### config.mk
export PLATFORM = sky130hd
export DESIGN_NAME = trace_req_queue
export DESIGN_NICKNAME = d
export VERILOG_FILES = /design/src/rtl/trace_req_queue.sv
export SDC_FILE = /design/constraint.sdc
export NUM_CORES = 1
export LEC_CHECK = 0
export BUFFER_PORTS_ARGS = -buffer_cell sky130_fd_sc_hd__buf_2
export CAP_MARGIN = 20
export CORE_ASPECT_RATIO = 0.75
export CORE_UTILIZATION = 55
export DETAILED_ROUTE_END_ITERATION = 16
export GPL_TIMING_DRIVEN = 1
export PLACE_DENSITY = 0.77
export SETUP_SLACK_MARGIN = 0.4
export SLEW_MARGIN = 5
export SYNTH_ARGS = -nofsm -noshare
export SYNTH_HDL_FRONTEND = slang
export SYNTH_SLANG_ARGS = --single-unit
export TNS_END_PERCENT = 20
### constraint.sdc
create_clock -name clk -period 6.9 [get_ports clk]
set_input_delay 1.38 -clock clk [delete_from_list [all_inputs] [get_ports clk]]
set_output_delay 1.38 -clock clk [all_outputs]
set_load 0.01 [all_outputs]
### src/rtl/trace_req_queue.sv
// Trace request queue: buffers loader entries, drops invalid ops, and issues
// R/W requests to the cache in FIFO order with issued/dropped statistics.
module trace_req_queue #(
  parameter int ADDR_W = 48,
  parameter int DEPTH  = 16,
  parameter int CNT_W  = 12
) (
  input  logic                     clk,
  input  logic                     reset,
  input  logic                     in_valid,
  input  logic [ADDR_W-1:0]        in_addr,
  input  logic [7:0]               in_op,
  input  logic                     in_last,
  output logic                     in_ready,
  input  logic                     start,
  output logic                     req_valid,
  output logic [ADDR_W-1:0]        req_addr,
  output logic [7:0]               req_op,
  input  logic                     req_ready,
  output logic [$clog2(DEPTH):0]   count,
  output logic [CNT_W-1:0]         issued_cnt,
  output logic [CNT_W-1:0]         dropped_cnt,
  output logic                     busy,
  output logic                     done
);

  localparam int PTR_W = $clog2(DEPTH);

  typedef enum logic [1:0] {S_IDLE, S_RUN, S_DONE} state_t;

  state_t             r_state;
  logic [PTR_W-1:0]   r_head;
  logic [PTR_W-1:0]   r_tail;
  logic [PTR_W:0]     r_count;
  logic               r_last_seen;
  logic [CNT_W-1:0]   r_issued;
  logic [CNT_W-1:0]   r_dropped;
  logic [ADDR_W-1:0]  r_addr_mem [DEPTH];
  logic [7:0]         r_op_mem   [DEPTH];

  logic w_accept;
  logic w_op_ok;
  logic w_push;
  logic w_drop;
  logic w_pop;
  logic w_restart;

  // Occupancy can only reach DEPTH, so the count MSB alone flags full.
  always_comb begin
    in_ready  = !r_count[PTR_W] && !r_last_seen && (r_state != S_DONE);
    req_valid = (r_state == S_RUN) && (r_count != '0);
    w_accept  = in_valid && in_ready;
    w_op_ok   = (in_op == 8'h52) || (in_op == 8'h57);
    w_push    = w_accept && w_op_ok;
    w_drop    = w_accept && !w_op_ok;
    w_pop     = req_valid && req_ready;
    w_restart = (r_state == S_DONE) && start;
  end

  assign req_addr    = r_addr_mem[r_head];
  assign req_op      = r_op_mem[r_head];
  assign count       = r_count;
  assign issued_cnt  = r_issued;
  assign dropped_cnt = r_dropped;
  assign busy        = (r_state == S_RUN);
  assign done        = (r_state == S_DONE);

  always_ff @(posedge clk) begin
    if (reset) begin
      r_state     <= S_IDLE;
      r_head      <= '0;
      r_tail      <= '0;
      r_count     <= '0;
      r_last_seen <= 1'b0;
      r_issued    <= '0;
      r_dropped   <= '0;
    end else begin
      case (r_state)
        S_IDLE:  if (start) r_state <= S_RUN;
        S_RUN:   if (r_last_seen && (r_count == '0)) r_state <= S_DONE;
        S_DONE:  if (start) r_state <= S_RUN;
        default: r_state <= S_IDLE;
      endcase

      if (w_push) r_tail <= PTR_W'(r_tail + 1);
      if (w_pop)  r_head <= PTR_W'(r_head + 1);

      case ({w_push, w_pop})
        2'b10:   r_count <= (PTR_W+1)'(r_count + 1);
        2'b01:   r_count <= (PTR_W+1)'(r_count - 1);
        default: ;
      endcase

      // No accept or issue is possible in DONE, so a restart cannot collide
      // with a counter update.
      if (w_restart) begin
        r_issued    <= '0;
        r_dropped   <= '0;
        r_last_seen <= 1'b0;
      end else begin
        if (w_accept && in_last)        r_last_seen <= 1'b1;
        if (w_pop && (r_issued != '1))  r_issued    <= CNT_W'(r_issued + 1);
        if (w_drop && (r_dropped != '1)) r_dropped  <= CNT_W'(r_dropped + 1);
      end
    end
  end

  always_ff @(posedge clk) begin
    if (w_push) begin
      r_addr_mem[r_tail] <= in_addr;
      r_op_mem[r_tail]   <= in_op;
    end
  end

endmodule

Yosys cells after proc, flatten, opt, wreduce, memory -nomap -nowiden
Memories as Yosys holds them, arrays and structs flattened. A register that Yosys moved wholly into a read port is not among the register bits.
Index checks and enable logic that the tools add are counted.

storage, ports and cells
  output and inout bits = 89
  word-level logic and storage cells = 59
  bits in registers = 40
  memories = 2
  RAM bits = 896

cells by class
  equality and inequality tests = 11
  reduce and logical (&&, ||, !) cells = 23
  mux-type cells = 10
  $add $sub $neg = 6

memories
  name        words  bits a word  read ports  clocked after Yosys merged registers in  wr ports  line  RTL
  r_addr_mem  16     48           1           1                                        1         38    logic [ADDR_W-1:0] r_addr_mem [DEPTH];
  r_op_mem    16     8            1           1                                        1         39    logic [7:0] r_op_mem [DEPTH];

operators by type and width
  kind                                                                count
  12-bit by 1-bit adder with 12-bit output, second input constant     2
  12-bit != test, second input constant                               2
  8-bit by 7-bit == test with 1-bit output, second input constant     2
  4-bit two-way mux                                                   4
  1-bit logical AND                                                   12
  5-bit one-hot mux with 2 select lines                               1
  4-bit by 1-bit adder with 4-bit output, second input constant       2
  5-bit by 1-bit adder with 5-bit output, second input constant       1
  5-bit zero test                                                     1
  5-bit nonzero test                                                  1
  5-bit by 1-bit subtractor with 5-bit output, second input constant  1
  2-bit by 1-bit == test with 1-bit output, second input constant     2
  2-bit == test, second input constant                                2
  2-bit two-way mux                                                   2
  2-bit by 1-bit != test with 1-bit output, second input constant     2
  2-bit one-hot mux with 2 select lines                               1
  2-bit OR reduction                                                  2
  1-bit zero test                                                     3
  2-bit zero test                                                     1
  1-bit two-way mux                                                   2
  2-bit != test, second input constant                                1
  2-bit AND reduction                                                 1
  2-bit nonzero test                                                  1
  1-bit logical OR                                                    1

Longest topological paths before layout
  word-level depth = 7
  gate-level depth with buffers = 15
  depth with buffers taken out = 12

Least setup slack after synthesis
OpenSTA, ideal clock, no wires.

  path kind = in2reg
  start point = input in_valid
  end point = memory r_addr_mem[0][0] (enable)
  arrival time = 6.194 ns
  required time = 6.361 ns
  stages = 5
  setup slack = 0.167 ns
  setup time = 0.539 ns
  cell sequence = or4b_1 -> buf_2 -> nor2_1 -> nand2_1 -> nor3_1

on the way
  word-level cells in the longest chain between the ends = 4

RTL lines
  what                                     line  RTL
  from (decl)                              10    input logic in_valid,
  1-bit logical AND                        52    w_accept = in_valid && in_ready;
  1-bit logical AND                        54    w_push = w_accept && w_op_ok;
  1-bit two-way mux                        109   if (w_push) begin
  1-bit two-way mux (implied by the code)  110   r_addr_mem[r_tail] <= in_addr;
  to (decl)                                38

Every way passes these cells.

==> qor.csv <==
stage,metric,value,unit
run_status,status,"complete, no violations",
flow_run,cap_viol_max_count,0,
clock_tree,clk_latency,0.65,ns
sta,fmax,209,MHz
power_and_ir_drop,power_leakage,12.5,nW
floorplanning,die_w,296,um
placement,port_buffers,150,
worst_hold_path,hold_depth,2,
final_layout,mostFrequentLayoutCell,edfxtp_1,
sta,clock_skew,0.0144,ns
detailed_routing,drtIter0Drc,1592,
power_and_ir_drop,swShare,0.195,
clock_tree,cts_root_buffer,clkbuf_16,
worst_hold_path,hp-start,r_head[3]$_SDFFE_PP0P_,
final_layout,multi_input_area,7720,um2
sta,slew_violations,0,
logic_synthesis,syn_inst,1512,
power_and_ir_drop,power_frac_comb,0.010,
power_and_ir_drop,worst_ir_drop_vdd,0.248,mV
power_and_ir_drop,seqPwrFrac,0.566,
setup_path,critPathArrivalTime,3.41,ns
floorplanning,core,63900,um2
logic_synthesis,ys_async_sr_fraction,0,
logic_synthesis,synth-seq-cells,940,
clock_tree,clock-sinks,940,
final_layout,postLayoutCellArea,40600,um2
global_routing,grt.busiest_layer,met2,
sta,finalHoldViolCount,0,
global_routing,grt_pass1_wl,112,mm
logic_synthesis,yosys_warnings,0,
power_and_ir_drop,p_int,8.87,mW
detailed_routing,drc,0,
final_layout,syn2layout_area_growth,13.7,%
detailed_routing,wl_per_cell,29.0,um
detailed_routing,dr.pass1.iters,5,
detailed_routing,vias,16652,
logic_synthesis,synth_mux_area_frac,0.177,
final_layout,register_area,27800,um2
sta,final.setup.worst_slack,2.11,ns
setup_path,end_kind,output pin,
setup_path,cp_cell_sequence,buf_12 > mux4_2 > mux4_2 > buf_2,
logic_synthesis,ys_types,46,
logic_synthesis,synth_seq_area_share,0.778,
logic_synthesis,synth_top_area_share,0.754,
placement,dp_slack,2.13,ns
power_and_ir_drop,power.total,11.0,mW
setup_path,crit_type,flop to output pin,
final_layout,fin_cells,2637,
clock_tree,tritoncts,done,
logic_synthesis,synth-xor-area-share,0.00589,
power_and_ir_drop,p_sw,2.15,mW
placement,place_area,37800,um2
clock_tree,cts_max_level,3,
clock_tree,clk_path_buf_depth,3,
sta,period_needed,4.79,ns
placement,place_inst,2474,
floorplanning,num_rows,80,
clock_tree,ctsResizeCount,0,
detailed_routing,via_per_inst,6.31,
final_layout,fin_nets,1775,
global_routing,gr-usage-met3,0.0446,
setup_path,crit_top_cell,mux4_2,
global_routing,grt_pass1_vias,17173,
sta,rsz0062_at_grt,no,
final_layout,mostFrequentLayoutCells,"edfxtp_1, mux4_2, buf_2",
setup_path,rrSetupSlack,3.13,ns
logic_synthesis,synthAdderAreaFrac,0.00350,
floorplanning,dieHeight,223,um
global_routing,grt_use_met1,0.320,
global_routing,grt_max_degree,81,
worst_hold_path,hold_class,flop to flop,
clock_tree,clkTransAtPathRegs,0.06,ns
logic_synthesis,syn-mean-instance-area,23.6,um2
global_routing,grt-ovfl-total,0,
detailed_routing,routed_wl,76.6,mm
power_and_ir_drop,p_clk_frac,0.424,
clock_tree,ctsHoldBuffers,0,
power_and_ir_drop,power_density,272,nW/um2
final_layout,layout-drive-gt1-share,0.345,
logic_synthesis,syn-num-nets,1584,
logic_synthesis,synth_compound_area_frac,0.00694,
setup_path,reg2reg_from,count[2]$_SDFFE_PP0P_,
setup_path,critPathMaxStageDelay,1.04,ns
setup_path,critPathLaunchType,flop,
logic_synthesis,synth_top_family_by_area,multiplexers,
setup_path,r2r_end,count[4]$_SDFFE_PP0P_,
placement,dpl.hpwl,37.9,mm
sta,fin_crit_sh,0.694,
logic_synthesis,ys.flop_type,edfxtp_1,
floorplanning,ios,151,
logic_synthesis,netlist_area,35700,um2
sta,setup_tns,0,ns
setup_path,cp_max_fo,80,
global_routing,grt_util_all_layers,0.238,
floorplanning,start_util,0.559,
setup_path,worst_path_max_delay_cell,dfxtp_4,
final_layout,fin_util,0.636,
sta,relSlewSlack,0.251,
placement,gp_congestion,0.802,
sta,tightest_slew,1.12,ns
logic_synthesis,synth_area_leaders,"edfxtp_1, mux4_2, dfxtp_1",
sta,holdWs,0.495,ns
floorplanning,fp.dieArea,66000,um2
clock_tree,cts_buffers,86,
clock_tree,cts_setup_buffers,0,
detailed_routing,drtAntennaViolNets,0,
sta,setup-violations-final,0,
logic_synthesis,synth_edf_count,896,
global_routing,antenna_found_initial,9,
logic_synthesis,synth_top_cell_by_area,edfxtp_1,
global_routing,use_met2,0.392,
setup_path,reg2reg_depth,11,
final_layout,fill_cells,4136,
logic_synthesis,synth_simple_gate_area_frac,0.0193,
setup_path,required,5.52,ns
## synthesized netlist by cell type, types with 3 or more instances
cell      count
edfxtp_1    896
mux4_2      280
clkbuf_1     56
nor2_1       46
dfxtp_1      44
nand2_1      21
a21oi_1      16
buf_1        16
xnor2_1      14
nor3_1       11
ha_1         10
nand3_1      10
xor2_1       10
nand4_1       9
inv_1         6
or4_1         6
o21ai_0       5
or3_1         5
nor2b_1       4
nor4_1        4
o211ai_1      4
and3_1        3
buf_2         3
nand2b_1      3
nor4b_1       3
## power by group through the flow
stage	Sequential, mW	Combinational, mW	Clock [mW]
4_1_cts	6.24	0.113	4.75
3_5_place_dp	6.36	0.112	0
3_3_place_gp	6.36	0.102	0
6_report	6.24	0.113	4.67
2_1_floorplan	6.37	0.0209	0
5_1_grt	6.24	0.124	4.96
## critical path: cells and delay by family (launching register included)
kind	cells	cell delay, ns
muxes	2	1.00
DFF	1	1.04
buffers and inverters	2	0.68
## worst max path at each step
stage / slack, ns / start / endpoint
5_1_grt: 1.97 / flop / req_addr[47]
3_5_place_dp: 2.13 / in_op[4] / r_addr_mem[13][46]$_DFFE_PP_
3_3_place_gp: 2.16 / in_op[4] / r_addr_mem[8][39]$_DFFE_PP_
2_1_floorplan: 0.17 / in_valid / r_addr_mem[1][0]$_DFFE_PP_
6_report: 2.11 / flop / req_addr[5]
4_1_cts: 2.03 / flop / req_addr[3]
## per-layer routing
layer | vias to the layer above | wire [um]
li1 | 6861 | -
met1 | 8903 | 29400
met2 | 749 | 39500
met3 | 131 | 5420
met4 | 8 | 2170
met5 | - | 50
## kinds of logic (layout without fill, tap and decap cells)
| logic type | count (synthesis) | count (layout) |
|---|---|---|
| flip-flops | 940 | 940 |
| multiplexers | 282 | 282 |
| AND/OR/NAND/NOR | 135 | 135 |
| buffers and inverters | 82 | 342 |
| AO/OA/AOI/OAI | 39 | 39 |
| XOR/XNOR | 24 | 24 |
| adder cells (fa/ha/maj) | 10 | 10 |
| other | 0 | 4 |
## flip-flops by register name, summed over array words and instances (netlist names), named ones only
signal       count
r_addr_mem     768
r_op_mem       128
dropped_cnt     12
issued_cnt      12
count            5
r_head           4
r_tail           4
r_state          2
r_last_seen      1
## layout make-up
cell class              count  share of cell area
clock buffers             105              0.0555
repair buffers            179              0.0296
well taps                 861              0.0265
inverters                   6            0.000555
multi-input cells         490               0.190
diodes                      4            0.000247
clock inverters            52              0.0125
flip-flops and latches    940               0.685
No activity file was read; power rests on OpenSTA's default activity.
